### src/rtl/ecg_pkg.sv
// Shared ECG sample-memory definitions: BRAM geometry and the port-A writer state encoding.
// Also imported by the port-B reader, so keep edits backward compatible.
package ecg_pkg;

    localparam int ECG_ADDR_W = 12;
    localparam int ECG_DATA_W = 32;
    localparam int ECG_DEPTH  = 1 << ECG_ADDR_W;
    localparam int ECG_CNT_W  = ECG_ADDR_W + 1;

    typedef enum logic [1:0] {
        ST_IDLE    = 2'd0,
        ST_CAPTURE = 2'd1,
        ST_FINISH  = 2'd2
    } ecg_state_t;

endpackage

### src/rtl/ecg_bram_writer_if.sv
// Control, sample stream and BRAM port-A bundle of the ECG frame writer.
// master = the writer itself; slave = the surrounding system (acquisition source, BRAM, status).
interface ecg_bram_writer_if #(
    parameter int ADDR_W = ecg_pkg::ECG_ADDR_W,
    parameter int DATA_W = ecg_pkg::ECG_DATA_W
);

    logic              start;
    logic              abort;
    logic [DATA_W-1:0] sample;
    logic              sample_valid;
    logic              sample_ready;
    logic [ADDR_W-1:0] addra;
    logic [DATA_W-1:0] dina;
    logic              ena;
    logic              wea;
    logic              busy;
    logic              done;
    logic [ADDR_W:0]   count;
    logic              overrun;

    modport master (
        input  start, abort, sample, sample_valid,
        output sample_ready, addra, dina, ena, wea, busy, done, count, overrun
    );

    modport slave (
        output start, abort, sample, sample_valid,
        input  sample_ready, addra, dina, ena, wea, busy, done, count, overrun
    );

endinterface

### src/rtl/ecg_bram_writer.sv
// Captures one frame of FRAME_LEN samples into BRAM port A at BASE_ADDR.. (mod 2^ADDR_W).
// Latency: sample accepted in cycle t is written (ena/wea) in t+1; done one cycle after FINISH.
// Backpressure: none possible upstream; samples offered while not capturing are dropped and flag overrun.
module ecg_bram_writer
    import ecg_pkg::*;
#(
    parameter int ADDR_W    = ECG_ADDR_W,
    parameter int DATA_W    = ECG_DATA_W,
    parameter int FRAME_LEN = 1 << ECG_ADDR_W,
    parameter int BASE_ADDR = 0
) (
    input  logic              clk,
    input  logic              rst,
    ecg_bram_writer_if.master bus
);

    localparam int                CNT_W    = ADDR_W + 1;
    localparam logic [CNT_W-1:0]  LAST_IDX = CNT_W'(FRAME_LEN - 1);
    localparam logic [ADDR_W-1:0] BASE     = ADDR_W'(BASE_ADDR);

    ecg_state_t        state_q;
    ecg_state_t        state_d;

    logic              ready_q;
    logic              busy_q;
    logic              done_q;
    logic              wea_q;
    logic [ADDR_W-1:0] addra_q;
    logic [DATA_W-1:0] dina_q;
    logic [CNT_W-1:0]  count_q;
    logic              overrun_q;
    logic              started_q;

    logic              start_frame;
    logic              accept;
    logic              last_accept;
    logic              drop;

    // count_q doubles as the write index: it equals the number of accepts so far.
    always_comb begin
        state_d     = state_q;
        start_frame = 1'b0;
        accept      = bus.sample_valid && ready_q;
        last_accept = accept && (count_q == LAST_IDX);
        drop        = bus.sample_valid && !ready_q && started_q;

        case (state_q)
            ST_IDLE: begin
                if (bus.start && !bus.abort) begin
                    start_frame = 1'b1;
                    state_d     = ST_CAPTURE;
                end
            end
            ST_CAPTURE: begin
                if (bus.abort) begin
                    state_d = ST_IDLE;
                end else if (last_accept) begin
                    state_d = ST_FINISH;
                end
            end
            ST_FINISH: begin
                state_d = ST_IDLE;
            end
            default: begin
                state_d = ST_IDLE;
            end
        endcase
    end

    always_ff @(posedge clk or posedge rst) begin
        if (rst) begin
            state_q   <= ST_IDLE;
            ready_q   <= 1'b0;
            busy_q    <= 1'b0;
            done_q    <= 1'b0;
            wea_q     <= 1'b0;
            addra_q   <= '0;
            dina_q    <= '0;
            count_q   <= '0;
            overrun_q <= 1'b0;
            started_q <= 1'b0;
        end else begin
            state_q <= state_d;
            ready_q <= (state_d == ST_CAPTURE);
            busy_q  <= (state_d != ST_IDLE);
            done_q  <= (state_q == ST_FINISH) && !bus.abort;
            wea_q   <= accept;

            // An accept in an abort cycle is still committed to memory.
            if (accept) begin
                addra_q <= BASE + count_q[ADDR_W-1:0];
                dina_q  <= bus.sample;
            end

            if (start_frame) begin
                count_q <= '0;
            end else if (accept) begin
                count_q <= count_q + 1'b1;
            end

            // A fresh frame clears a drop seen in the same cycle as its start.
            if (start_frame) begin
                overrun_q <= 1'b0;
                started_q <= 1'b1;
            end else if (drop) begin
                overrun_q <= 1'b1;
            end
        end
    end

    assign bus.sample_ready = ready_q;
    assign bus.busy         = busy_q;
    assign bus.done         = done_q;
    assign bus.ena          = wea_q;
    assign bus.wea          = wea_q;
    assign bus.addra        = addra_q;
    assign bus.dina         = dina_q;
    assign bus.count        = count_q;
    assign bus.overrun      = overrun_q;

endmodule

### src/flat_wrapper.sv
// flat-port wrapper written by rule: the top's interface ports become plain ports
module ecg_bram_writer_flat import ecg_pkg::*;
#(
    parameter int ADDR_W    = ECG_ADDR_W,
    parameter int DATA_W    = ECG_DATA_W,
    parameter int FRAME_LEN = 1 << ECG_ADDR_W,
    parameter int BASE_ADDR = 0
)
  (clk, rst, bus_start, bus_abort, bus_sample, bus_sample_valid, bus_sample_ready, bus_addra, bus_dina, bus_ena, bus_wea, bus_busy, bus_done, bus_count, bus_overrun);
  ecg_bram_writer_if #(.ADDR_W(ADDR_W), .DATA_W(DATA_W)) bus_i ();
  input  logic clk;
  input  logic rst;
  input wire logic [$bits(bus_i.start)-1:0] bus_start;
  input wire logic [$bits(bus_i.abort)-1:0] bus_abort;
  input wire logic [$bits(bus_i.sample)-1:0] bus_sample;
  input wire logic [$bits(bus_i.sample_valid)-1:0] bus_sample_valid;
  output wire logic [$bits(bus_i.sample_ready)-1:0] bus_sample_ready;
  output wire logic [$bits(bus_i.addra)-1:0] bus_addra;
  output wire logic [$bits(bus_i.dina)-1:0] bus_dina;
  output wire logic [$bits(bus_i.ena)-1:0] bus_ena;
  output wire logic [$bits(bus_i.wea)-1:0] bus_wea;
  output wire logic [$bits(bus_i.busy)-1:0] bus_busy;
  output wire logic [$bits(bus_i.done)-1:0] bus_done;
  output wire logic [$bits(bus_i.count)-1:0] bus_count;
  output wire logic [$bits(bus_i.overrun)-1:0] bus_overrun;
  assign bus_i.start = bus_start;
  assign bus_i.abort = bus_abort;
  assign bus_i.sample = bus_sample;
  assign bus_i.sample_valid = bus_sample_valid;
  assign bus_sample_ready = bus_i.sample_ready;
  assign bus_addra = bus_i.addra;
  assign bus_dina = bus_i.dina;
  assign bus_ena = bus_i.ena;
  assign bus_wea = bus_i.wea;
  assign bus_busy = bus_i.busy;
  assign bus_done = bus_i.done;
  assign bus_count = bus_i.count;
  assign bus_overrun = bus_i.overrun;
  ecg_bram_writer #(.ADDR_W(ADDR_W), .DATA_W(DATA_W), .FRAME_LEN(FRAME_LEN), .BASE_ADDR(BASE_ADDR)) u_core (.clk(clk), .rst(rst), .bus(bus_i));
endmodule
### config.mk
export PLATFORM = sky130hd
export DESIGN_NAME = ecg_bram_writer_flat
export DESIGN_NICKNAME = d
export VERILOG_FILES = /design/src/rtl/ecg_pkg.sv /design/src/rtl/ecg_bram_writer_if.sv /design/src/rtl/ecg_bram_writer.sv /design/src/flat_wrapper.sv
export SDC_FILE = /design/constraint.sdc
export NUM_CORES = 1
export LEC_CHECK = 0
export CORE_ASPECT_RATIO = 1.1
export CORE_UTILIZATION = 44
export DETAILED_ROUTE_END_ITERATION = 10
export PLACE_DENSITY = 0.77
export SLEW_MARGIN = 15
export SYNTH_ARGS = -nofsm -noshare
export SYNTH_HDL_FRONTEND = slang
export SYNTH_SLANG_ARGS = --single-unit
### constraint.sdc
create_clock -name clk -period 2.6 [get_ports clk]
set_input_delay 0.78 -clock clk [delete_from_list [all_inputs] [get_ports clk]]
set_output_delay 0.78 -clock clk [all_outputs]
set_load 0.02 [all_outputs]
; Word-level counts from Yosys, hierarchy flattened
; Cells that the tools add are included.
[word_totals]
register_bits = 65
elab_cells = 37
output_inout_bits = 63
inputBits = 37
[classes]
muxes = 10
eq_ne = 4
n_reduce_logical = 12
addsub = 1
[op_table]
columns = cell, count
row1 = 13-bit 2-to-1 mux, 2
row2 = "13-bit by 1-bit adder with 13-bit output, second input constant", 1
row3 = "13-bit by 12-bit == test with 1-bit output, second input constant", 1
row4 = 1-bit logical AND, 6
row5 = 2-bit 2-to-1 mux, 3
row6 = 2-bit nonzero test, 3
row7 = "2-bit by 1-bit == test with 1-bit output, second input constant", 2
row8 = 1-bit 2-to-1 mux, 4
row9 = 2-bit one-hot mux with 2 select lines, 1
row10 = "2-bit == test, second input constant", 1
row11 = 1-bit zero test, 2
row12 = 2-bit zero test, 1

; Depth between registers and ports, before layout
; Gate-level depths: netlist of the first run.
[logic_depth]
ltp_word = 6
mapped_depth = 5
depth_no_buf = 4

; Worst setup path before layout of the first run
; No wires, ideal clock.
[synth_path]
path_kind = in2reg
startpoint = input bus_abort
endpoint = register u_core.count_q[11] (netlist: u_core.bus.count[11])
setup_ns = 0.134
arrival_ns = 1.577
path_slack_ns = 0.890
required_ns = 2.466
n_path_buf = 1
path_stages = 4
cell_sequence = or4b_1 -> buf_2 -> nand2_1 -> mux2i_1
[synth_via]
elab_chain_len = 5
word_cells_on_any_way = 6
cone_classes = 3 x mux / 3 x reduce/logical
[synth_rtl]
columns = element, line
row1 = "start, declared", flat_wrapper.sv:14  ; input wire logic [$bits(bus_i.abort)-1:0] bus_abort;
row2 = 1-bit zero test *, ecg_bram_writer.sv:49  ; if (bus.start && !bus.abort) begin
row3 = 1-bit logical AND *, ecg_bram_writer.sv:49
row4 = 1-bit 2-to-1 mux *, ecg_bram_writer.sv:49
row5 = 1-bit 2-to-1 mux *, ecg_bram_writer.sv:47  ; case (state_q)
row6 = 13-bit 2-to-1 mux / 2-bit nonzero test (equally long branches), n/a
row7 = "end signal, assigned", ecg_bram_writer.sv:98  ; count_q <= count_q + 1'b1;
row8 = "end, declared", ecg_bram_writer.sv:30  ; logic [CNT_W-1:0] count_q;
; Every way passes the cells marked *; elsewhere a longest branch is shown, timed or not.
; A chain may end at the register's enable or synchronous reset.

; Worst setup path after layout of the first run
[layout_path]
startpoint = register u_core.count_q[6] (netlist: u_core.bus.count[6])
endpoint = output bus_count[6]
[layout_lines]
columns = element, line
row1 = "end, declared", flat_wrapper.sv:24  ; output wire logic [$bits(bus_i.count)-1:0] bus_count;
; No word-level cell between the ends.

==> impl_results.md, run 1 <==
* Worst slew pin tran at 598.6 ps
* Vias in the first global route at 1965
* Area of the core at 0.005769 mm²
* First-pass GRT wire length at 9.597 mm
* R2R setup slack at 930 ps
* Initial antenna violation count at 0
* Synthesis Warnings at 0
* Post-Route WL at 5.686 mm
* Area contributors post-synth: dfrtp_1, mux2_2, mux2_1
* Final Non-Filler Cells at 383
* CTS Buf Count at 9
* Buf/Inv on CP at 1
* Crit path launch type: flip-flop
* Layout fillers at 449
* Crit end category: primary output
* Total grt overflow at 0
* Layout area overhead at 49.43%
* CP Cell Sequence: clkdlybuf4s50_1
* CTS tree: built
* Status: finished clean
* Final Max Slew Viols at 0
* Drt first pass iters at 4
* Most frequent cells in the layout: clkdlybuf4s50_1, dfrtp_1, mux2_2
* Area leader, netlist: dfrtp_1
* Number of diodes at 0
* Largest net degree at the start of global routing at 39
* Post-synth top flop: dfrtp_1
* Hold path cells at 1
* RR Endpoint: u_core.state_q[1]
* Post-synthesis sequential area ratio at 61.55%
* Post-synth top area share at 61.55%
* Crit Reg-Reg Startpoint: u_core.bus.count[0]
* FF+latch area at 0.001627 mm²
* Slowest library cell on the worst path: clkdlybuf4s50_1
* DRC Markers at 0
* Stages on worst setup path at 1
* Initial Utilization at 45.80%
* Arr. time, crit path at 1440 ps
* RSZ-0062 raised after global routing: no
* PwrDens at 778.5 mW/mm²
* Cell variety after synth at 35
* Worst reg2reg path depth at 4
* Clk buf depth at 2
* Final setup TNS at 0 ps
* Total GRT Usage at 20.73%
* Final #Nets at 339
* GP Congestion at 0.7781
* H-tree levels at 3
* Cts hold-fix bufs at 0
* Post-synth EDFFs at 0
* Seq cells post-synth at 65
* Worst Hold Class: flip-flop to flip-flop
* Overall die area at 0.006320 mm²
* Synth Net Count at 232
* Multi-input logic area at 934.6 µm²
* Endpoints failing setup at 0
* Mean Syn Cell Area at 13.62 µm²
* CP max FO at 7
* Clock Skew at 7.795 ps
* Routed WL per cell at 14.85 µm
* Clock Latency Late Sink at 340 ps
* Via-to-Cell Ratio at 5.055
* Commonest non-fill, non-tap cell in the layout: clkdlybuf4s50_1
* Worst VDD drop at 0.3566 mV
* CTS clock-pin slew for the worst setup and hold paths at 70 ps
* Crit path largest cell delay at 660 ps
* Tmin final at 2224 ps
* Number of max-cap violations at 0
* Fin. Hold Viols at 0
* Port Buffers at 99
* HPWL after detailed placement at 4.074 mm
* Placement Rows at 29
* Fraction of registers with async set/reset at 100.0%
* Clock root cell: clkbuf_8
* Io pins at 100
* Setup bufs post-CTS at 0
* Synthesized area at 0.002643 mm²
* CP required at 1820 ps
* Relative slew slack at 59.92%
* Static leakage at 1.655 nW
* Die Ht at 83.28 µm
* Crit path max-delay family: buffers and inverters
* Cells after Synth at 194
* Initial drt markers at 43
* Post-route ant nets at 0
* CTS sink count at 65
* Share of cells above drive strength 1 at 21.24%
* Chip width at 75.89 µm
* Post-CTS Resized at 0
* DP Cell Count at 367
* Worst setup path endpoint: bus_count[6]
* Critical Path Start: u_core.bus.count[6]
* Fmax at 449.6 MHz
* Routed vias at 1936
* Setup CP Type: flip-flop to primary output
* Final worst path period share at 85.55%
## flip-flops by register name, summed over array words and instances, names as in the netlist
| register | count |
|---|---|
| u_core.bus.done | 1 |
| u_core.started_q | 1 |
| u_core.bus.dina | 32 |
| u_core.bus.count | 13 |
| u_core.bus.addra | 12 |
| u_core.bus.overrun | 1 |
| u_core.bus.sample_ready | 1 |
| u_core.bus.ena | 1 |
| u_core.bus.busy | 1 |
| u_core.state_q | 2 |
## cell usage after synthesis (all sizes together), types with 2 or more instances
master,instances
nor3,3
nor4,3
nand4,4
or3,4
dfrtp,65
o31ai,2
o21ai,9
buf,8
or4,3
nand3,3
mux2,41
nor2,3
inv,6
xnor2,2
mux2i,4
a21oi,7
nand2,15
nand2b,4
## metal layers
layer	wire (µm)	vias up	global-route usage, %
li1	-	901	-
met1	2357	944	25.37
met2	2748	78	32.82
met3	439	13	5.097
met4	141	0	11.28
met5	0	-	0
## through the flow
step | worst slack, ps | hold slack [ps] | util [%] | instance area (µm²) | total power, mW
2_1_floorplan | 193.5 | 435.1 | - | 2643 | 1.741
6_report | 375.8 | 484.6 | 68.45 | 3949 | 3.074
3_3_place_gp | 266.3 | 452.5 | 64.84 | 3741 | 2.194
5_1_grt | 297.3 | 515.7 | 68.45 | 3949 | 3.240
3_5_place_dp | 180.6 | 473.8 | 64.84 | 3741 | 2.221
4_1_cts | 362.2 | 491.0 | 68.45 | 3949 | 3.106
## layout make-up
| type | instances | share of cell area, % |
|---|---|---|
| clock inverters | 2 | 0.8872 |
| well taps | 77 | 2.440 |
| repair buffers | 105 | 26.87 |
| clock buffers | 14 | 4.373 |
| flip-flops and latches | 65 | 41.19 |
| multi-input cells | 114 | 23.67 |
| inverters | 6 | 0.5703 |
## worst min-delay path by stage
stage                        from            endpoint  slack (ps)
2_1_floorplan    u_core.started_q    u_core.started_q         440
4_1_cts          u_core.started_q    u_core.started_q         490
5_1_grt        u_core.bus.dina[0]  u_core.bus.dina[0]         520
6_report         u_core.started_q    u_core.started_q         480
3_5_place_dp     u_core.started_q    u_core.started_q         470
3_3_place_gp     u_core.started_q    u_core.started_q         450
## cell families after synthesis
kind of cell / after synthesis / share of synthesized area (%)
compound gates: 19 / 3.977
xor+xnor: 2 / 0.6630
fa+ha+maj: 1 / 0.4734
buf+inv: 15 / 3.077
flops: 65 / 61.55
mux: 45 / 18.99
simple gates: 47 / 11.27
## power breakdown
part,switching (mW),internal (mW),total [mW]
sequential,0.102,1.19,1.29
combinational,0.413,0.488,0.900
clock,0.364,0.521,0.885
Power figures use the tool's default switching activity.
==> inputs of run 2 (changes only) <==
--- a/config.mk
+++ b/config.mk
@@ -13,3 +13,4 @@
 export SYNTH_ARGS = -nofsm -noshare
 export SYNTH_HDL_FRONTEND = slang
 export SYNTH_SLANG_ARGS = --single-unit
+export TNS_END_PERCENT = 1
==> results of run 2 <==
The final DEF is identical to that of run 1; final timing and power are the same.
==> inputs of run 3 (changes only) <==
==> constraint.sdc (replaced) <==
create_clock -name clk -period 2.6 [get_ports clk]
set_input_delay 0.78 -clock clk [delete_from_list [all_inputs] [get_ports clk]]
set_output_delay 0.78 -clock clk [all_outputs]
set_load 0.1 [all_outputs]
==> impl_results.md, run 3 (same netlist as run 1, synthesis figures left out) <==
* Crit path launch type: input port
* Status: finished clean
* Worst setup path endpoint: u_core.state_q[1]
* Initial Utilization at 45.80% (unchanged)
* Worst Hold Class: flip-flop to flip-flop
* CP required at 2860 ps (+1040 ps)
* Static leakage at 1.744 nW (+5.4%)
* Vias in the first global route at 1828 (-7.0%)
* Routed vias at 1844 (-4.8%)
* Die Ht at 83.28 µm (unchanged)
* Crit end category: flip-flop
* Placement Rows at 29 (unchanged)
* Initial drt markers at 90 (+110%)
* Via-to-Cell Ratio at 4.827 (-4.5%)
* PwrDens at 1095 mW/mm² (+41%)
* Clock Skew at 10.45 ps (+2.656 ps)
* Final Max Slew Viols at 0 (unchanged)
* Total GRT Usage at 18.36% (-2.4 points)
* Crit Reg-Reg Startpoint: u_core.bus.count[0]
* Chip width at 75.89 µm (unchanged)
* Most frequent cells in the layout: buf_4, dfrtp_1, clkdlybuf4s50_1
* Tmin final at 2009 ps (-215.2 ps)
* Clk buf depth at 2 (unchanged)
* HPWL after detailed placement at 3.863 mm (-5.2%)
* Total power at 4.167 mW (+36%)
* Worst VDD drop at 0.5762 mV (+62%)
* RR Endpoint: u_core.state_q[1]
* Critical Path Start: bus_sample_valid
* Overall die area at 0.006320 mm² (unchanged)
* First-pass GRT wire length at 8.728 mm (-9.1%)
* Number of diodes at 0 (unchanged)
* Routed WL per cell at 14.03 µm (-5.5%)
* Final setup TNS at 0 ps (unchanged)
* CTS tree: built
* Worst reg2reg path depth at 4 (unchanged)
* Drt first pass iters at 4 (unchanged)
* CTS clock-pin slew for the worst setup and hold paths at 70 ps (about the same)
* Post-CTS Resized at 0 (unchanged)
* Fmax at 497.8 MHz (+11%)
* GP Congestion at 0.7900 (+1.5%)
* RSZ-0062 raised after global routing: no
* Final #Nets at 338 (-0.29%)
* Post-Route WL at 5.358 mm (-5.8%)
* Port Buffers at 99 (unchanged)
* Max reg flops at 32 (unchanged)
* Final worst path period share at 77.27% (-8.3 points)
* Setup CP Type: input port to flip-flop
* CP max FO at 11 (+4)
* CTS sink count at 65 (unchanged)
* Area of the core at 0.005769 mm² (unchanged)
* Arr. time, crit path at 2270 ps (+830 ps)
* Total grt overflow at 0 (unchanged)
* Cts hold-fix bufs at 0 (unchanged)
* Number of max-cap violations at 0 (unchanged)
* Worst slew pin tran at 617.0 ps (+18.39 ps)
* Io pins at 100 (unchanged)
* CTS Buf Count at 9 (unchanged)
* Relative slew slack at 58.69% (-1.2 points)
* Initial antenna violation count at 0 (unchanged)
* H-tree levels at 3 (unchanged)
* Post-route ant nets at 0 (unchanged)
* DRC Markers at 0 (unchanged)
* Fin. Hold Viols at 0 (unchanged)
* Clock Latency Late Sink at 340 ps (about the same)
* Clock root cell: clkbuf_8
* Share of cells above drive strength 1 at 42.30% (+21 points)
* R2R setup slack at 980 ps (+50 ps)
* Layout area overhead at 44.08%
* Largest net degree at the start of global routing at 29 (-26%)
* Endpoints failing setup at 0 (unchanged)
* Setup bufs post-CTS at 0 (unchanged)
[run 3: changes by cell type in the layout (fill, tap and decap cells not counted)]
cell             change
clkbuf_1             -2
clkinvlp_4           +1
buf_4               +61
clkinv_2             +1
bufinv_16            +1
clkinv_4             +2
buf_12               +1
clkdlybuf4s50_1     -63
clkbuf_8             -3
[run 3: critical path: stages]
cell and delay [ps]:
clkdlybuf4s50_1 560, nand3_2 210, or4_1 560, nor3_2 150
[run 3: cell type report]
class | count | area (µm²)
fill | 442 | 1962
sequential | 65 | 1627
multi-input combinational | 114 | 934.6
timing repair buffer | 104 | 908.4
clock buffer | 9 | 123.9
tap | 77 | 96.34
clock inverter | 7 | 95.09
inverter | 6 | 22.52
[run 3: metal layers]
metal	share of wire, %	up-vias	track usage (%)
met5	0	-	0
met4	0.82	0	6.566
met3	7.4	4	5.947
met2	48	60	28.64
met1	44	872	23.57
li1	-	908	-
[run 3: through the flow]
step	std cells	utilization [%]	setup slack, ps	hold slack [ps]	cell area [µm²]
2_1_floorplan	194	-	193.5	435.1	2643
3_3_place_gp	366	62.20	257.0	464.9	3588
3_5_place_dp	366	62.20	227.7	464.2	3588
4_1_cts	382	65.99	593.8	481.6	3807
5_1_grt	382	65.99	499.3	519.2	3807
6_report	382	65.99	591.0	475.9	3807
[run 3: report_power, final]
group          switching [mW]  leakage, nW  internal (mW)
clock                   0.399        0.109          0.539
combinational            1.52        0.814          0.422
sequential              0.103        0.821           1.19
[run 3: worst min-delay path by stage]
stage	slack (ps)	cells past startpoint	from	to
floorplan	440	1	u_core.started_q	u_core.started_q
global placement	460	1	u_core.started_q	u_core.started_q
detailed placement	460	1	u_core.started_q	u_core.started_q
CTS	480	1	u_core.started_q	u_core.started_q
global route	520	1	u_core.bus.dina[15]	u_core.bus.dina[15]
finish	480	1	u_core.started_q	u_core.started_q
